**config.mk**
```make
export PLATFORM = sky130hd
export DESIGN_NAME = bp_be_stride_prefetch_issuer_flat
export DESIGN_NICKNAME = d
export VERILOG_FILES = /design/src/rtl/bp_be_stride_prefetch_issuer_pkg.sv /design/src/rtl/bp_be_stride_prefetch_issuer_if.sv /design/src/rtl/bp_be_stride_prefetch_issuer_pf_addr_gen.sv /design/src/rtl/bp_be_stride_prefetch_issuer.sv /design/src/flat_wrapper.sv
export SDC_FILE = /design/constraint.sdc
export NUM_CORES = 1
export LEC_CHECK = 0
export CAP_MARGIN = 30
export CORE_MARGIN = 1.5
export CORE_UTILIZATION = 30
export CTS_CLUSTER_SIZE = 30
export DETAILED_ROUTE_END_ITERATION = 8
export PLACE_DENSITY = 0.62
export SLEW_MARGIN = 25
export SYNTH_ARGS = -nofsm -noshare
export SYNTH_HDL_FRONTEND = slang
export SYNTH_HIERARCHICAL = 1
export SYNTH_SLANG_ARGS = --single-unit
```
**constraint.sdc**
```tcl
create_clock -name clk_i -period 8.38 [get_ports clk_i]
set_input_delay 1.676 -clock clk_i [delete_from_list [all_inputs] [get_ports clk_i]]
set_output_delay 1.676 -clock clk_i [all_outputs]
set_load 0.03 [all_outputs]
```
**src/rtl/bp_be_stride_prefetch_issuer_pkg.sv**
```systemverilog
// ---------------------------------------------------------------------------
// bp_be_pkg
//   Shared BE-checker definitions used by the stride prefetch issuer:
//   processor config selector, job record and issuer FSM state encoding.
//   No ports (package).
// ---------------------------------------------------------------------------
package bp_be_pkg;

    // Processor configuration selector; only the default core exists here.
    typedef enum int {
        e_bp_default_cfg = 0
    } bp_params_e;

    // Virtual address width supplied by a processor configuration.
    function automatic int bp_vaddr_width(input bp_params_e cfg);
        int w;
        case (cfg)
            e_bp_default_cfg: w = 39;
            default:          w = 39;
        endcase
        return w;
    endfunction

    localparam int pf_vaddr_width_gp     = 39;
    localparam int pf_stride_width_gp    = 8;
    localparam int pf_output_range_gp    = 8;

    // One confirmed striding-load job as handed over by loop inference.
    typedef struct packed {
        logic [pf_vaddr_width_gp-1:0]  pc;
        logic [pf_vaddr_width_gp-1:0]  eff_addr;
        logic [pf_stride_width_gp-1:0] stride;
        logic [pf_output_range_gp-1:0] remaining;
    } bp_be_pf_job_s;

    typedef enum logic {
        e_pf_idle  = 1'b0,
        e_pf_issue = 1'b1
    } bp_be_pf_state_e;

endpackage

```
**src/rtl/bp_be_stride_prefetch_issuer_if.sv**
```systemverilog
// ---------------------------------------------------------------------------
// bp_be_stride_prefetch_issuer_if
//   Bundles the job handshake from loop inference, the D$ prefetch request
//   port, the pipeline flush and the busy indication.
//   master : drives job fields, pf_ready_and_i, flush_i (producer / D$ side)
//   slave  : the issuer; drives yumi_o, pf_v_o, pf_addr_o, pf_pc_o, busy_o
// ---------------------------------------------------------------------------
interface bp_be_stride_prefetch_issuer_if
    #(parameter int vaddr_width_p          = 39
    , parameter int effective_addr_width_p = 39
    , parameter int stride_width_p         = 8
    , parameter int output_range_p         = 8
    );

    logic                              v_i;
    logic [vaddr_width_p-1:0]          pc_i;
    logic [effective_addr_width_p-1:0] eff_addr_i;
    logic [stride_width_p-1:0]         stride_i;
    logic [output_range_p-1:0]         remaining_iterations_i;
    logic                              yumi_o;

    logic                              pf_v_o;
    logic [effective_addr_width_p-1:0] pf_addr_o;
    logic [vaddr_width_p-1:0]          pf_pc_o;
    logic                              pf_ready_and_i;

    logic                              flush_i;
    logic                              busy_o;

    modport master (
        output v_i, pc_i, eff_addr_i, stride_i, remaining_iterations_i,
               pf_ready_and_i, flush_i,
        input  yumi_o, pf_v_o, pf_addr_o, pf_pc_o, busy_o
    );

    modport slave (
        input  v_i, pc_i, eff_addr_i, stride_i, remaining_iterations_i,
               pf_ready_and_i, flush_i,
        output yumi_o, pf_v_o, pf_addr_o, pf_pc_o, busy_o
    );

endinterface

```
**src/rtl/bp_be_stride_prefetch_issuer_pf_addr_gen.sv**
```systemverilog
// ---------------------------------------------------------------------------
// bp_be_pf_addr_gen
//   Address walker for the prefetch issuer. Holds the current address and the
//   sign-extended stride, produces the block-aligned address, and remembers
//   the last issued block so repeat requests to the same block are flagged.
//   Ports:
//     clk_i, reset_i : clock, asynchronous active-low reset
//     load_i         : start a new job (cur = eff_addr + stride, forget block)
//     eff_addr_i     : last observed effective address of the job
//     stride_i       : signed byte stride
//     advance_i      : step cur_addr by the stride
//     commit_i       : record the current block as the last issued one
//     blk_o          : current address with block-offset bits cleared
//     dup_o          : current block equals the last issued block
// ---------------------------------------------------------------------------
module bp_be_pf_addr_gen
    #(parameter int addr_width_p     = 39
    , parameter int stride_width_p   = 8
    , parameter int lg_block_bytes_p = 6
    )
    (input  logic                      clk_i
    , input  logic                     reset_i
    , input  logic                     load_i
    , input  logic [addr_width_p-1:0]  eff_addr_i
    , input  logic [stride_width_p-1:0] stride_i
    , input  logic                     advance_i
    , input  logic                     commit_i
    , output logic [addr_width_p-1:0]  blk_o
    , output logic                     dup_o
    );

    logic [addr_width_p-1:0] stride_sext;
    logic [addr_width_p-1:0] cur_addr_r;
    logic [addr_width_p-1:0] stride_r;
    logic [addr_width_p-1:0] last_blk_r;
    logic                    last_blk_v_r;

    assign stride_sext = {{(addr_width_p-stride_width_p){stride_i[stride_width_p-1]}}, stride_i};

    // Address sums wrap modulo 2^addr_width_p; prefetch hints may wrap freely.
    always_ff @(posedge clk_i or negedge reset_i) begin
        if (!reset_i) begin
            cur_addr_r   <= '0;
            stride_r     <= '0;
            last_blk_r   <= '0;
            last_blk_v_r <= 1'b0;
        end else if (load_i) begin
            cur_addr_r   <= eff_addr_i + stride_sext;
            stride_r     <= stride_sext;
            last_blk_v_r <= 1'b0;
        end else begin
            if (advance_i) begin
                cur_addr_r <= cur_addr_r + stride_r;
            end
            if (commit_i) begin
                last_blk_r   <= blk_o;
                last_blk_v_r <= 1'b1;
            end
        end
    end

    assign blk_o = {cur_addr_r[addr_width_p-1:lg_block_bytes_p], {lg_block_bytes_p{1'b0}}};
    assign dup_o = last_blk_v_r & (blk_o == last_blk_r);

endmodule

```
**src/rtl/bp_be_stride_prefetch_issuer.sv**
```systemverilog
// ---------------------------------------------------------------------------
// bp_be_stride_prefetch_issuer
//   Accepts one confirmed striding-load job at a time and expands it into at
//   most max_depth_p block-aligned prefetch requests toward the D$ prefetch
//   port, skipping requests that land in the block just issued.
//   Ports:
//     clk_i   : clock
//     reset_i : asynchronous reset, active low
//     io      : job handshake (v_i/yumi_o + job fields), prefetch request
//               (pf_v_o/pf_ready_and_i, pf_addr_o, pf_pc_o), flush_i, busy_o
// ---------------------------------------------------------------------------
module bp_be_stride_prefetch_issuer
    import bp_be_pkg::*;
    #(parameter bp_params_e bp_params_p = e_bp_default_cfg
    , localparam int vaddr_width_p      = bp_vaddr_width(bp_params_p)
    , parameter int output_range_p      = 8
    , parameter int effective_addr_width_p = vaddr_width_p
    , parameter int stride_width_p      = 8
    , parameter int max_depth_p         = 16
    , parameter int lg_block_bytes_p    = 6
    )
    (input  logic clk_i
    , input  logic reset_i
    , bp_be_stride_prefetch_issuer_if.slave io
    );

    localparam int cnt_width_lp = $clog2(max_depth_p + 1);

    bp_be_pf_state_e                   state_r;
    logic [cnt_width_lp-1:0]           cnt_r;
    logic [cnt_width_lp-1:0]           cnt_init;
    logic [vaddr_width_p-1:0]          pc_r;
    logic                              issue;
    logic                              yumi;
    logic                              drop;
    logic                              step;
    logic                              dup;
    logic [effective_addr_width_p-1:0] blk;

    assign issue = (state_r == e_pf_issue);

    // Gated by reset so the handshake reads 0 while the block is held in reset.
    assign yumi = reset_i & ~issue & io.v_i & ~io.flush_i;

    // A step retires one candidate address: either a skipped duplicate or an
    // accepted request. A flush cycle never steps.
    assign step = issue & ~io.flush_i & (dup | io.pf_ready_and_i);

    // Clamp the iteration estimate to the prefetch depth.
    always_comb begin
        cnt_init = '0;
        if (int'(io.remaining_iterations_i) > max_depth_p) begin
            cnt_init = cnt_width_lp'(max_depth_p);
        end else begin
            cnt_init = cnt_width_lp'(io.remaining_iterations_i);
        end
    end

    // Jobs that would produce nothing are consumed but never enter ISSUE.
    assign drop = (cnt_init == '0) | (io.stride_i == '0);

    always_ff @(posedge clk_i or negedge reset_i) begin
        if (!reset_i) begin
            state_r <= e_pf_idle;
            cnt_r   <= '0;
            pc_r    <= '0;
        end else begin
            case (state_r)
                e_pf_idle: begin
                    if (yumi) begin
                        pc_r  <= io.pc_i;
                        cnt_r <= cnt_init;
                        if (!drop) begin
                            state_r <= e_pf_issue;
                        end
                    end
                end
                e_pf_issue: begin
                    if (io.flush_i) begin
                        state_r <= e_pf_idle;
                    end else if (step) begin
                        cnt_r <= cnt_r - cnt_width_lp'(1);
                        if (cnt_r == cnt_width_lp'(1)) begin
                            state_r <= e_pf_idle;
                        end
                    end
                end
                default: state_r <= e_pf_idle;
            endcase
        end
    end

    bp_be_pf_addr_gen
        #(.addr_width_p     (effective_addr_width_p)
        , .stride_width_p   (stride_width_p)
        , .lg_block_bytes_p (lg_block_bytes_p)
        )
        addr_gen
        (.clk_i      (clk_i)
        , .reset_i   (reset_i)
        , .load_i    (yumi)
        , .eff_addr_i(io.eff_addr_i)
        , .stride_i  (io.stride_i)
        , .advance_i (step)
        , .commit_i  (step & ~dup)
        , .blk_o     (blk)
        , .dup_o     (dup)
        );

    // Address and PC come straight from registers, so they cannot move while
    // a request waits for ready.
    assign io.yumi_o    = yumi;
    assign io.pf_v_o    = issue & ~dup & ~io.flush_i;
    assign io.pf_addr_o = blk;
    assign io.pf_pc_o   = pc_r;
    assign io.busy_o    = issue;

endmodule

```
**src/flat_wrapper.sv**
```systemverilog
// flat-port wrapper written by rule: the top's interface ports become plain ports
module bp_be_stride_prefetch_issuer_flat import bp_be_pkg::*;
#(parameter bp_params_e bp_params_p = e_bp_default_cfg
    , localparam int vaddr_width_p      = bp_vaddr_width(bp_params_p)
    , parameter int output_range_p      = 8
    , parameter int effective_addr_width_p = vaddr_width_p
    , parameter int stride_width_p      = 8
    , parameter int max_depth_p         = 16
    , parameter int lg_block_bytes_p    = 6
    )
  (clk_i, reset_i, io_v_i, io_pc_i, io_eff_addr_i, io_stride_i, io_remaining_iterations_i, io_pf_ready_and_i, io_flush_i, io_yumi_o, io_pf_v_o, io_pf_addr_o, io_pf_pc_o, io_busy_o);
  bp_be_stride_prefetch_issuer_if #(.effective_addr_width_p(effective_addr_width_p), .stride_width_p(stride_width_p), .output_range_p(output_range_p)) io_i ();
  input  logic clk_i;
  input  logic reset_i;
  input wire logic [$bits(io_i.v_i)-1:0] io_v_i;
  input wire logic [$bits(io_i.pc_i)-1:0] io_pc_i;
  input wire logic [$bits(io_i.eff_addr_i)-1:0] io_eff_addr_i;
  input wire logic [$bits(io_i.stride_i)-1:0] io_stride_i;
  input wire logic [$bits(io_i.remaining_iterations_i)-1:0] io_remaining_iterations_i;
  input wire logic [$bits(io_i.pf_ready_and_i)-1:0] io_pf_ready_and_i;
  input wire logic [$bits(io_i.flush_i)-1:0] io_flush_i;
  output wire logic [$bits(io_i.yumi_o)-1:0] io_yumi_o;
  output wire logic [$bits(io_i.pf_v_o)-1:0] io_pf_v_o;
  output wire logic [$bits(io_i.pf_addr_o)-1:0] io_pf_addr_o;
  output wire logic [$bits(io_i.pf_pc_o)-1:0] io_pf_pc_o;
  output wire logic [$bits(io_i.busy_o)-1:0] io_busy_o;
  assign io_i.v_i = io_v_i;
  assign io_i.pc_i = io_pc_i;
  assign io_i.eff_addr_i = io_eff_addr_i;
  assign io_i.stride_i = io_stride_i;
  assign io_i.remaining_iterations_i = io_remaining_iterations_i;
  assign io_i.pf_ready_and_i = io_pf_ready_and_i;
  assign io_i.flush_i = io_flush_i;
  assign io_yumi_o = io_i.yumi_o;
  assign io_pf_v_o = io_i.pf_v_o;
  assign io_pf_addr_o = io_i.pf_addr_o;
  assign io_pf_pc_o = io_i.pf_pc_o;
  assign io_busy_o = io_i.busy_o;
  bp_be_stride_prefetch_issuer #(.bp_params_p(bp_params_p), .output_range_p(output_range_p), .effective_addr_width_p(effective_addr_width_p), .stride_width_p(stride_width_p), .max_depth_p(max_depth_p), .lg_block_bytes_p(lg_block_bytes_p)) u_core (.clk_i(clk_i), .reset_i(reset_i), .io(io_i));
endmodule
```
==> metrics.cfg, run 1 <==
[place]
hpwl_mm = 21.51
pre_cts_ws_ps = 3275
place_area_mm2 = 0.01192
io_buffers = 173
gp_congestion = 0.8598

[clocking]
cts-root-buf = clkbuf_16
hold_buffers = 0
cts_max_level = 4
clockBufferDepth = 2
clock_latency_ps = 420
post_cts_buffers = 0
post_cts_resized = 0
clk_pin_slew_worst_paths_ps = 50
numCtsBuffers = 17
cts_num_sinks = 126
cts_tree = done

[sta]
setup-tns-final_ps = 0
fin_ws_ps = 3331
slew_headroom_pct = 49.43
rsz0062_at_grt = no
max_slew.worst_pin.slew_ps = 753.9
fmax_mhz = 198.1
min_period_over_period_pct = 60.25
finClkSkew_ps = 11.82
setup_violations = 0
slew_violations = 0
whs_ps = 504.5
layout_min_cycle_time_ps = 5049
finalHoldViolations = 0

[cells_and_area]
diodes = 0
fill_cells = 3296
drive_above_1_share_pct = 11.28
fin_area_mm2 = 0.01257
area_growth_pct = 25.80
nets = 1389

[floorplan]
io_pins = 180
coreArea_mm2 = 0.03270
die_h_um = 185.5
die-area_mm2 = 0.03442
initial_utilization_pct = 30.56
placementRows = 66
fp.dieW_um = 185.5

[grt]
grt_pass1_vias = 8315
grt_max_degree = 118
antenna_found_initial = 0
grt_use_total_pct = 16.17
grt_pass1_wl_mm = 43.66
grt_overflow = 0

[synthesis]
synth_cell_types = 79
synth_compound_area_share_pct = 21.75
yosys.area_share.adder_pct = 10.17
yosys.area.top_type = dfrtp_1
synth_enable_flop_cells = 0
synth_mux_area_share_pct = 10.81
synth_top_family_by_area = compound AO/OA/AOI/OAI gates
synth-main-ff-cell = dfrtp_1
synthXorXnorAreaFrac_pct = 7.888
synth_seq_cells = 126
async_flop_share_pct = 100.0
avgSynthCellArea_um2 = 9.202
syn_inst = 1086
netlist_top_cells_count = 126 x dfrtp_1, 107 x a21oi_1, 84 x nand2_1
ys_warn_count = 6
synth-simple-area-share_pct = 11.97
netlist.area_leader.share_pct = 31.55
seq_area_frac_synth_pct = 31.55
synth.area.top_cells = dfrtp_1 32%, ha_1 9.8%, mux2_2 8.8%
syn_area_mm2 = 0.009993
yosysMostFrequentCell = dfrtp_1

[routing]
vias = 8568
vias_per_cell = 5.146
drt_first_pass_iters = 5
ant_nets = 0
routed_wl_mm = 27.85
drc = 0
avgRoutedWirePerCell_um = 16.72
drtIter0Drc = 639

[flow_run]
maxCapViolCount = 0

[power]
p_per_area_mw_per_mm2 = 329.2
peakVddDrop_mv = 0.1792
power.leakage_nw = 5.199
finalPower_mw = 4.138

[setup_path]
worstSetupPathType = primary input to primary output
crit_path_start_kind = primary input
critPathArrivalTime_ps = 3370
cp_data_required_time_ps = 6700
cp_max_fo = 46
cp-end-kind = primary output

[run_status]
status = complete, no violations

[hold_path]
hold_path_class = flip-flop to flip-flop

## where the power goes
group	switching [mW]	leakage [nW]	internal (mW)	total [mW]
Combinational	1.23	3.38	1.00	2.23
Clock	0.272	0.303	0.543	0.815
Sequential	0.258	1.51	0.832	1.09
## per-stage QoR
step | instances | util, %
6_report | 1665 | 38.45
5_1_grt | 1665 | 38.45
4_1_cts | 1665 | 38.45
3_5_place_dp | 1633 | 36.46
3_3_place_gp | 1633 | 36.46
2_1_floorplan | 1091 | -
## logic make-up after synthesis
kind of cell,count (synthesis)
AO/OA/AOI/OAI,334
XOR/XNOR,90
adder cells (fa/ha/maj),80
buffers and inverters,111
flip-flops,126
multiplexers,98
other,1
AND/OR/NAND/NOR,246
## flip-flops by register name, summed over array words and instances (netlist names)
register	cells
u_core/addr_gen/last_blk_v_r	1
u_core/cnt_r	5
u_core/addr_gen/last_blk_r	33
u_core/addr_gen/cur_addr_r	39
u_core/io.pf_pc_o	39
u_core/addr_gen/stride_r	8
u_core/io.busy_o	1
## critical path, cell delays in order
cell             delay, ps
buf_4                  460
nor4bb_4               470
clkdlybuf4s50_1        730
## per-layer routing
| metal | track usage (%) | wire length, um |
|---|---|---|
| met5 | 0 | 0 |
| met4 | 4.911 | 381 |
| met3 | 2.680 | 1813 |
| met2 | 26.94 | 12670 |
| met1 | 21.35 | 12980 |
## worst paths after layout
check / start / endpoint / slack, ps / cells after the start
min in group asynchronous: reset_i / u_core/cnt_r[2]$_DFFE_PN0P_ / 1260 / 1
hold / removal: u_core/io.pf_pc_o[0]$_DFFE_PN0P_ / u_core/io.pf_pc_o[0]$_DFFE_PN0P_ / 500 / 1
setup / recovery: reset_i / io_yumi_o / 3330 / 3
setup reg to reg: u_core/addr_gen/cur_addr_r[14]$_DFFE_PN0P_ / u_core/addr_gen/cur_addr_r[36]$_DFFE_PN0P_ / 4050 / 13
max in group asynchronous: reset_i / u_core/addr_gen/cur_addr_r[11]$_DFFE_PN0P_ / 6120 / 2
hold reg to reg: u_core/io.pf_pc_o[0]$_DFFE_PN0P_ / u_core/io.pf_pc_o[0]$_DFFE_PN0P_ / 500 / 1
## cell usage in the layout (no fill, tap or decap), types with 13 or more instances in the layout
master	n
a21oi_1	107
nand3_1	21
mux2i_1	19
o21bai_1	15
dfrtp_1	126
clkdlybuf4s50_1	172
nand2_1	84
nor2_1	49
o21ai_0	52
inv_1	28
xor2_1	36
ha_1	78
mux2_2	78
a21o_1	36
xnor2_1	54
clkbuf_16	17
nor3_1	13
## area by class of cell
cell class | instances | area (um^2) | share of cell area, %
clock buffer | 22 | 464.2 | 3.692
clock inverter | 10 | 185.2 | 1.473
inverter | 30 | 112.6 | 0.8957
multi-input combinational | 854 | 6302 | 50.13
sequential | 126 | 3153 | 25.08
tap | 442 | 553.0 | 4.399
timing repair buffer | 181 | 1802 | 14.33
Note: power is estimated with default switching activity, not from simulation.
==> run 2, diff against run 1 <==
==> constraint.sdc (replaced) <==
create_clock -name clk_i -period 4.9 [get_ports clk_i]
set_input_delay 0.98 -clock clk_i [delete_from_list [all_inputs] [get_ports clk_i]]
set_output_delay 0.98 -clock clk_i [all_outputs]
set_load 0.03 [all_outputs]
==> metrics.cfg, run 2 (same netlist as run 1, synthesis figures left out) <==
[floorplan]
coreArea_mm2 = 0.03270
initial_utilization_pct = 30.56
placementRows = 66
die_h_um = 185.5
io_pins = 180
fp.dieW_um = 185.5
die-area_mm2 = 0.03442

[cells_and_area]
nets = 1392
post-route-util_pct = 38.23
layout_common_cells = 172 x clkdlybuf4s50_1, 126 x dfrtp_1, 107 x a21oi_1
fill_cells = 3241
diodes = 0
area_growth_pct = 25.12
fin_area_mm2 = 0.01250
final_common_cell = clkdlybuf4s50_1
fin_cells = 1668
drive_above_1_share_pct = 11.75

[routing]
ant_nets = 0
drc = 0
vias = 8536
vias_per_cell = 5.118
drtIter0Drc = 561
avgRoutedWirePerCell_um = 16.68
routed_wl_mm = 27.82
drt_first_pass_iters = 5

[clocking]
cts_max_level = 4
post_cts_buffers = 0
numCtsBuffers = 17
post_cts_resized = 0
clk_pin_slew_worst_paths_ps = 60
clock_latency_ps = 420
cts-root-buf = clkbuf_16
cts_num_sinks = 126
clockBufferDepth = 2
cts_tree = done
hold_buffers = 0

[setup_path]
critPathArrivalTime_ps = 3230
cp_max_fo = 8
crit_path_start_kind = flip-flop
crit_top_cell = nand4_1
cp-end-kind = primary output
crit_path_top_delay_cell = clkdlybuf4s50_1
cp_data_required_time_ps = 3920
cpPeakStageDelay_ps = 620
worstSetupPathType = flip-flop to primary output
path_cells = xnor2_1, nand4_1, nor4_1, nand4_1, a2111oi_1, buf_4, nor2_1, clkdlybuf4s50_1

[sta]
min_period_over_period_pct = 85.98
setup-tns-final_ps = 0
whs_ps = 501.2
max_slew.worst_pin.slew_ps = 892.0
layout_min_cycle_time_ps = 4213
fmax_mhz = 237.4
setup_violations = 0
slew_violations = 0
finalHoldViolations = 0
slew_headroom_pct = 40.31
finClkSkew_ps = 9.715
rsz0062_at_grt = no
fin_ws_ps = 686.9

[flow_run]
maxCapViolCount = 0

[grt]
grt_use_total_pct = 16.14
grt_pass1_vias = 8197
grt_max_degree = 127
antenna_found_initial = 0
grt_overflow = 0
grt_pass1_wl_mm = 43.30

[place]
io_buffers = 173
pre_cts_ws_ps = 665.9
gp_congestion = 0.8867
hpwl_mm = 21.47
placed_cells = 1636
place_area_mm2 = 0.01196

[power]
peakVddDrop_mv = 0.2918
p_int_mw = 3.811
power.leakage_nw = 5.160
finalPower_mw = 6.829
switchingPower_mw = 3.018
swShare_pct = 44.19
combPwrFrac_pct = 55.9
p_per_area_mw_per_mm2 = 546.2
seqPwrFrac_pct = 27.3
p_clk_share_pct = 16.8

[run_status]
status = complete, no violations

[hold_path]
hold_path_class = flip-flop to flip-flop

## run 2: cell count changes in the layout (fill, tap and decap cells not counted)
cell / before / now
bufinv_16: 5 / 0
clkinvlp_4: 4 / 8
clkbuf_1: 3 / 0
buf_4: 8 / 10
clkinv_2: 1 / 3
buf_12: 1 / 2
clkinv_4: 0 / 1
inv_6: 0 / 1
## run 2: path summary, 6_finish.rpt
check / from / endpoint / slack, ps / depth (start not counted)
max in group asynchronous: reset_i / u_core/addr_gen/last_blk_r[36]$_DFFE_PN0P_ / 3700 / 2
worst max register to register: u_core/addr_gen/cur_addr_r[38]$_DFFE_PN0P_ / u_core/addr_gen/cur_addr_r[22]$_DFFE_PN0P_ / 1090 / 11
min in group asynchronous: reset_i / u_core/addr_gen/stride_r[1]$_DFFE_PN0P_ / 710 / 2
worst min register to register: u_core/io.pf_pc_o[17]$_DFFE_PN0P_ / u_core/io.pf_pc_o[17]$_DFFE_PN0P_ / 500 / 1
worst max-delay path: u_core/addr_gen/cur_addr_r[38]$_DFFE_PN0P_ / io_pf_v_o / 690 / 8
worst min-delay path: u_core/io.pf_pc_o[17]$_DFFE_PN0P_ / u_core/io.pf_pc_o[17]$_DFFE_PN0P_ / 500 / 1
## run 2: cell type report
| cell class | instances | area, um^2 | area share [%] |
|---|---|---|---|
| Multi-Input combinational cell | 854 | 6302 | 50.41 |
| Clock buffer | 19 | 452.9 | 3.623 |
| Clock inverter | 13 | 92.59 | 0.7405 |
| Inverter | 30 | 112.6 | 0.9006 |
| Tap cell | 442 | 553.0 | 4.423 |
| Sequential cell | 126 | 3153 | 25.22 |
| Timing Repair Buffer | 184 | 1837 | 14.69 |
## run 2: critical path, delay by kind of cell (launching register included)
family / cells / cell delay (ps)
buffers and inverters: 2 / 860
AND/OR/NAND/NOR: 4 / 660
AO/OA/AOI/OAI: 1 / 590
flip-flops: 1 / 470
XOR/XNOR: 1 / 230
## run 2: metal layers
layer | vias up | wire (um) | track usage, %
li1 | 4211 | - | -
met1 | 4010 | 12770 | 21.04
met2 | 289 | 12770 | 26.86
met3 | 26 | 1863 | 3.150
met4 | 0 | 413 | 4.911
met5 | - | 0 | 0
## run 2: power groups by stage
stage	Clock, mW	Combinational (mW)	Sequential, mW
2_1_floorplan	0	2.75	1.88
3_3_place_gp	0	3.77	1.86
3_5_place_dp	0	3.78	1.89
4_1_cts	1.20	3.81	1.87
5_1_grt	1.23	4.17	1.93
6_report	1.15	3.82	1.86
